File: src/rtl/period_to_freq.sv
// period_to_freq: sequential restoring divider, quo = NUM / prd, rmd = NUM % prd.
// Converts a measured period in microseconds into a frequency in Hz.
// One quotient bit is produced per clock. A division takes W+2 cycles from
// start to the next ready, and a one-cycle done_tick marks the final result.
//
//   state | meaning
//   ------+-------------------------------------------------------------
//   IDLE  | waiting for start; outputs hold the previous result
//   OP    | shifting/subtracting, one quotient bit per cycle, n counts down
//   DONE  | result final for one cycle (done_tick), then back to IDLE
module period_to_freq #(
  parameter int unsigned W   = 20,
  parameter int unsigned NUM = 1_000_000
) (
  input  logic         clk,
  input  logic         reset,
  input  logic         start,
  input  logic [W-1:0] prd,
  output logic         ready,
  output logic         done_tick,
  output logic [W-1:0] quo,
  output logic [W-1:0] rmd,
  output logic         div_zero
);

  localparam int unsigned NW = $clog2(W + 1);

  localparam logic [1:0] IDLE = 2'd0;
  localparam logic [1:0] OP   = 2'd1;
  localparam logic [1:0] DONE = 2'd2;

  localparam logic [W-1:0] NUM_W = W'(NUM);

  logic [1:0]    state;
  logic [W-1:0]  dvsr;
  logic [W-1:0]  rh;
  logic [W-1:0]  rl;
  logic [NW-1:0] n;
  logic          dz;

  logic [W:0]    tmp;
  logic          q_bit;
  logic [W-1:0]  diff;

  // One restoring step: bring in the next dividend bit and trial-subtract.
  // When the subtraction succeeds the true result is below dvsr, so the low
  // W bits of the difference are exact and the carry out can be dropped.
  always_comb begin
    tmp   = {rh, rl[W-1]};
    q_bit = (tmp >= {1'b0, dvsr});
    diff  = tmp[W-1:0] - dvsr;
  end

  // Control state and datapath registers.
  always_ff @(posedge clk or posedge reset) begin
    if (reset) begin
      state <= IDLE;
      dvsr  <= '0;
      rh    <= '0;
      rl    <= '0;
      n     <= '0;
      dz    <= 1'b0;
    end else begin
      case (state)
        IDLE: begin
          if (start) begin
            if (prd == '0) begin
              // A zero period saturates the quotient and leaves the numerator
              // as remainder; no iterations are run.
              rl    <= '1;
              rh    <= NUM_W;
              dz    <= 1'b1;
              state <= DONE;
            end else begin
              dvsr  <= prd;
              rh    <= '0;
              rl    <= NUM_W;
              n     <= NW'(W);
              dz    <= 1'b0;
              state <= OP;
            end
          end
        end
        OP: begin
          rh <= q_bit ? diff : tmp[W-1:0];
          rl <= {rl[W-2:0], q_bit};
          n  <= n - NW'(1);
          if (n == NW'(1)) begin
            state <= DONE;
          end
        end
        DONE: begin
          state <= IDLE;
        end
        default: begin
          state <= IDLE;
        end
      endcase
    end
  end

  assign ready     = (state == IDLE);
  assign done_tick = (state == DONE);
  assign quo       = rl;
  assign rmd       = rh;
  assign div_zero  = dz;

endmodule

File: config.mk
export PLATFORM = sky130hd
export DESIGN_NAME = period_to_freq
export DESIGN_NICKNAME = d
export VERILOG_FILES = /design/src/rtl/period_to_freq.sv
export SDC_FILE = /design/constraint.sdc
export NUM_CORES = 1
export LEC_CHECK = 0
export BUFFER_PORTS_ARGS = -buffer_cell sky130_fd_sc_hd__buf_2
export CAP_MARGIN = 10
export CELL_PAD_IN_SITES_DETAIL_PLACEMENT = 1
export CELL_PAD_IN_SITES_GLOBAL_PLACEMENT = 2
export CORE_ASPECT_RATIO = 0.6
export CORE_MARGIN = 2
export CORE_UTILIZATION = 30
export CTS_CLUSTER_DIAMETER = 150
export DETAILED_ROUTE_END_ITERATION = 8
export PLACE_DENSITY = 0.68
export SLEW_MARGIN = 25
export SYNTH_ARGS = -nofsm -noshare
export SYNTH_HDL_FRONTEND = slang
export SYNTH_SLANG_ARGS = --single-unit
export TNS_END_PERCENT = 30
File: constraint.sdc
create_clock -name clk -period 3.7 [get_ports clk]
set_clock_uncertainty 0.15 [all_clocks]
set_input_delay 0.37 -clock clk [delete_from_list [all_inputs] [get_ports clk]]
set_output_delay 0.37 -clock clk [all_outputs]
set_load 0.01 [all_outputs]
==> out/results.ini, run 1 <==
[layout]
areaGrowthSynthToFinish_pct=22.1
final_common_cell=dfrtp_1
fillCellCount=1500
nets=524
utilization_pct=37.7
mostFrequentLayoutCells=68 x dfrtp_1, 65 x buf_2, 37 x nand2_1
diodes=0
drive_gt1_share_pct=23.6

[grt]
grt_pass1_vias=3516
grt_pass1_wl_mm=19.9
grt_max_degree=69
antenna_found_initial=0
grt_overflow_total=0
grt_usage_pct=18.2

[sta]
slew_viol_final=0
hold_violations=0
setup_viol=0
fmax_mhz=323
fin_setup_tns_ns=0
maxSlewHeadroom_pct=40.0
finalCritPeriodShare_pct=83.7
worstMarginPinSlew_ns=0.899
layout_min_cycle_time_ns=3.10
rsz0062_at_grt=false

[die]
initial_core_util_pct=30.9
fp.dieW_um=153
rows=32
die_h_um=93.3
pin_count=66
design.core.area_mm2=0.0129
die_area_mm2=0.0143

[synth]
ys.warnings.count=0
synth_edf_count=0
ys_top_cells_by_area=dfrtp_1 43%, ha_1 6.9%, mux2_2 5.7%
synth_cell_types=52
syn_inst=418
synth_top_area_share_pct=42.7
syn_area_mm2=0.00399
yosysSeqAreaShare_pct=42.7
synthFlopType=dfrtp_1
yosys.area.top_type=dfrtp_1
avgSynthCellArea_um2=9.53
syn_nets=464
synth_seq_cells=68
async_flop_share_pct=100

[clock_network]
cts_resized=0
holdBufCountCts=0
path_clk_slew_ns=0.06
cts_buffer_depth=2
clk_latency_ns=0.34
tritoncts=built
post_cts_buffers=0
cts.sinks=68
htreeDepth=3
cts-root-buf=clkbuf_16
cts_made_buffers=9

[detailed_routing]
vias_per_cell=5.27
ant_nets=0
vias=3439
wl_mm=12.2
wl_per_cell_um=18.7
dr.pass1.iters=4
drc=0
drtIter0Drc=137

[run_status]
status=completed

[setup_path]
required_ns=3.73
critPathLaunchType=flop
worst-setup-path-type=flop to flop
worstPathArrival_ns=3.12
cp-end-kind=flop
crit_fanout=9

[run]
cap_violations=0

[pwr]
cellLeakagePower_nw=2.29
cellPowerDensity_mw_per_mm2=1140
ir_drop_uv=315

[hold_path]
hp-class=input port to flop

[placed_design]
gp_congestion=0.804
hpwl_mm=9.00
port_buffers=65

==> power by group <==
part / internal [W] / total (W) / switching [W]
registers: 0.00110 / 0.00140 / 0.000301
clock network: 0.000728 / 0.00106 / 0.000334
logic: 0.00130 / 0.00310 / 0.00180
==> registers in the layout, indices dropped and copies added (netlist names) <==
register	cells
dvsr	20
quo	20
rmd	20
n	5
state	2
div_zero	1
==> layer usage <==
layer  GRT usage, %  share of wire, %  vias to the layer above
met4           4.86              0.54                        0
met2           25.9                41                       71
met5              0                 0                        -
li1               -                 -                     1654
met3           4.63               3.8                        5
met1           27.3                55                     1709
==> synth_stat cells (2+ instances only) <==
cell	instances
buf_2	6
a32oi_1	6
nand2_1	37
nor2b_1	5
a21o_1	5
and3_1	3
xnor2_1	9
nor4_1	6
nor2_1	19
mux2_2	20
o21a_1	5
o21ai_0	34
dfrtp_1	68
clkbuf_1	13
nor3_1	4
or4_1	2
o22ai_1	2
o2111ai_1	2
nand3_1	19
a221o_1	13
mux2i_1	4
inv_1	28
or2_2	2
o211ai_1	2
o21bai_1	4
a31oi_1	3
a21oi_1	31
ha_1	22
o311ai_0	7
nand4_1	4
xor2_1	7
nand2b_1	6
==> worst max-delay path, stage by stage, from the launching register on <==
cell and delay, ns:
dfrtp_1 0.41, ha_1 0.42, a21oi_1 0.19, o21ai_0 0.21
or2_2 0.34, o21ai_0 0.20, a31o_1 0.23, or2_0 0.58
o21ai_0 0.21
==> layout make-up <==
cell class / count / area, µm² / area share, %
repair buffers: 71 / 390 / 8.02
flip-flops and latches: 68 / 1700 / 35.0
inverters: 28 / 105 / 2.16
clock inverters: 6 / 136 / 2.80
clock buffers: 10 / 229 / 4.71
well taps: 170 / 213 / 4.37
multi-input cells: 300 / 2090 / 43.0
==> metrics by stage <==
step	worst slack (ns)	hold WS [ns]	instances	total power, W	cell area (µm²)
CTS	0.604	0.117	653	0.00561	4860
global placement	0.739	0.322	636	0.00442	4470
floorplan	1.03	0.329	418	0.00360	3990
finish	0.604	0.131	653	0.00556	4860
global route	0.400	0.124	653	0.00609	4860
detailed placement	0.591	0.326	637	0.00451	4500
==> kinds of logic after synthesis <==
kind of cell / after synthesis / share of synthesized area [%]
XOR/XNOR: 16 / 3.52
adder cells (fa/ha/maj): 23 / 7.41
multiplexers: 24 / 6.66
AND/OR/NAND/NOR: 115 / 14.2
flip-flops: 68 / 42.7
buffers and inverters: 50 / 5.21
AO/OA/AOI/OAI: 122 / 20.3
==> worst paths after layout <==
kind	from	endpoint	slack (ns)	depth (start not counted)
max in group asynchronous	reset	rmd[6]	2.65	3
setup reg to reg	rmd[5]	rmd[11]	0.60	8
hold / removal	prd[12]	dvsr[12]	0.13	2
min in group asynchronous	reset	dvsr[17]	0.16	3
hold reg to reg	div_zero	div_zero	0.33	1
setup / recovery	rmd[5]	rmd[11]	0.60	8
Note: power is estimated with default switching activity, not from simulation.
==> run 2: changes to the inputs <==
Clock period 3.7 ns to 3 ns, I/O delays scaled along.
==> run 2 against run 1 <==
Effect of this change:
- global-route usage decreased by 0.068 points
- sequential cell count unchanged
- sequential power increased by 23%
- die area unchanged
- largest power group unchanged
==> out/results.ini, run 2 (synthesis gave the netlist of run 1 again) <==
[sta]
fin_setup_tns_ns=0
slew_viol_final=0
worstMarginPinSlew_ns=0.640
layout_setup_ws_ns=0.0306
hold_violations=0
finalCritPeriodShare_pct=99.0
rsz0062_at_grt=true
setup_viol=0
layout_min_cycle_time_ns=2.97
fmax_mhz=337
maxSlewHeadroom_pct=57.3

[setup_path]
crit_fanout=4
worst-setup-path-type=flop to flop
rrSetupSlack_ns=0.03
reg2reg_depth=10
crit_chain=inv_1, ha_1, fa_1, nor2b_1, o2111ai_2, a211oi_1, or4_1, mux2i_1, or3_1, nand3_1
critPathTopFamily=simple AND/OR/NAND/NOR gates
path_buf_inv=1
critical_path_depth=10
rr_startpoint=quo[19]
critPathCapture=rmd[16]
required_ns=3.12
worstPathArrival_ns=3.09
cp-end-kind=flop
worstSetupStartpoint=quo[19]
r2r_end=rmd[16]
slowest_stage=a211oi_1
critPathLaunchType=flop
critPathMaxStageDelay_ns=0.45

[detailed_routing]
ant_nets=0
dr.pass1.iters=4
wl_per_cell_um=18.5
drc=0
vias_per_cell=5.23
vias=3490
wl_mm=12.4
drtIter0Drc=143

[grt]
grt.met2_usage_pct=25.8
antenna_found_initial=0
grt_pass1_vias=3588
grt_usage_pct=18.2
use_met3_pct=3.94
grt_overflow_total=0
grt_max_degree=33
met1_usage_pct=28.2
busiest_layer=met1
grt_pass1_wl_mm=20.2

[layout]
stdcell_area_mm2=0.00491
regArea_mm2=0.00170
multi_input_area_mm2=0.00210
instances_no_fill=667
drive_gt1_share_pct=26.0
mostFrequentLayoutCells=68 x dfrtp_1, 65 x buf_2, 37 x nand2_1
nets=538
areaGrowthSynthToFinish_pct=23.3
diodes=0
fillCellCount=1512
final_common_cell=dfrtp_1

[die]
fp.dieW_um=153
initial_core_util_pct=30.9
pin_count=66
rows=32
die_area_mm2=0.0143
design.core.area_mm2=0.0129
die_h_um=93.3

[clock_network]
cts-root-buf=clkbuf_16
htreeDepth=3
cts_made_buffers=9
path_clk_slew_ns=0.06
cts_buffer_depth=2
cts.sinks=68
tritoncts=built
clk_latency_ns=0.33
post_cts_buffers=0

[placed_design]
gp_congestion=0.799
place_worst_setup_slack_ns=0.0226
placedCellCount=650
hpwl_mm=9.50
port_buffers=65
dpl_cell_area_mm2=0.00459

[run_status]
status=completed

[pwr]
fin_total_pwr_w=0.00678
cellPowerDensity_mw_per_mm2=1380
cellLeakagePower_nw=2.33
ir_drop_uv=497

[hold_path]
hp-class=input port to flop

[run]
cap_violations=0

run 2: how the worst min path moves through the flow:
stage	endpoint	cells after the start	slack (ns)	startpoint
3_3_place_gp	dvsr[17]	2	0.23	reset
3_5_place_dp	dvsr[17]	2	0.25	reset
6_report	dvsr[16]	2	0.06	prd[16]
2_1_floorplan	dvsr[0]	1	0.30	prd[0]
5_1_grt	dvsr[16]	2	0.07	prd[16]
4_1_cts	dvsr[16]	2	0.06	prd[16]
run 2: final cells by class:
type                            instances  share of cell area [%]
Multi-Input combinational cell        300                    42.7
Clock inverter                          6                    1.30
Clock buffer                           10                    4.86
Sequential cell                        68                    34.6
Tap cell                              170                    4.33
Timing Repair Buffer                   85                    10.1
Inverter                               28                    2.14
run 2: metal layers:
layer | vias to the layer above | share of wire [%]
met5 | - | 0
met2 | 61 | 40
met3 | 11 | 4.0
li1 | 1669 | -
met4 | 0 | 0.79
met1 | 1749 | 55
run 2: report_power, final:
| group | leakage, nW | internal (W) | switching (W) | total [W] |
|---|---|---|---|---|
| Clock | 0.144 | 0.000665 | 0.000433 | 0.00110 |
| Sequential | 0.841 | 0.00136 | 0.000367 | 0.00172 |
| Combinational | 1.35 | 0.00170 | 0.00226 | 0.00396 |
| Total | 2.33 | 0.00372 | 0.00306 | 0.00678 |
run 2: what timing repair did:
item | CTS | global route
hold endpoints to repair | 23 | 0
hold buffers | 1 | 0
gates resized for setup | 0 | 6
endpoints found under the setup margin | 0 | 17
run 2: metrics by stage:
stage | utilization, % | hold WS [ns]
2_1_floorplan | - | 0.301
3_3_place_gp | 35.6 | 0.232
3_5_place_dp | 35.6 | 0.249
4_1_cts | 38.0 | 0.0557
5_1_grt | 38.1 | 0.0669
6_report | 38.1 | 0.0628
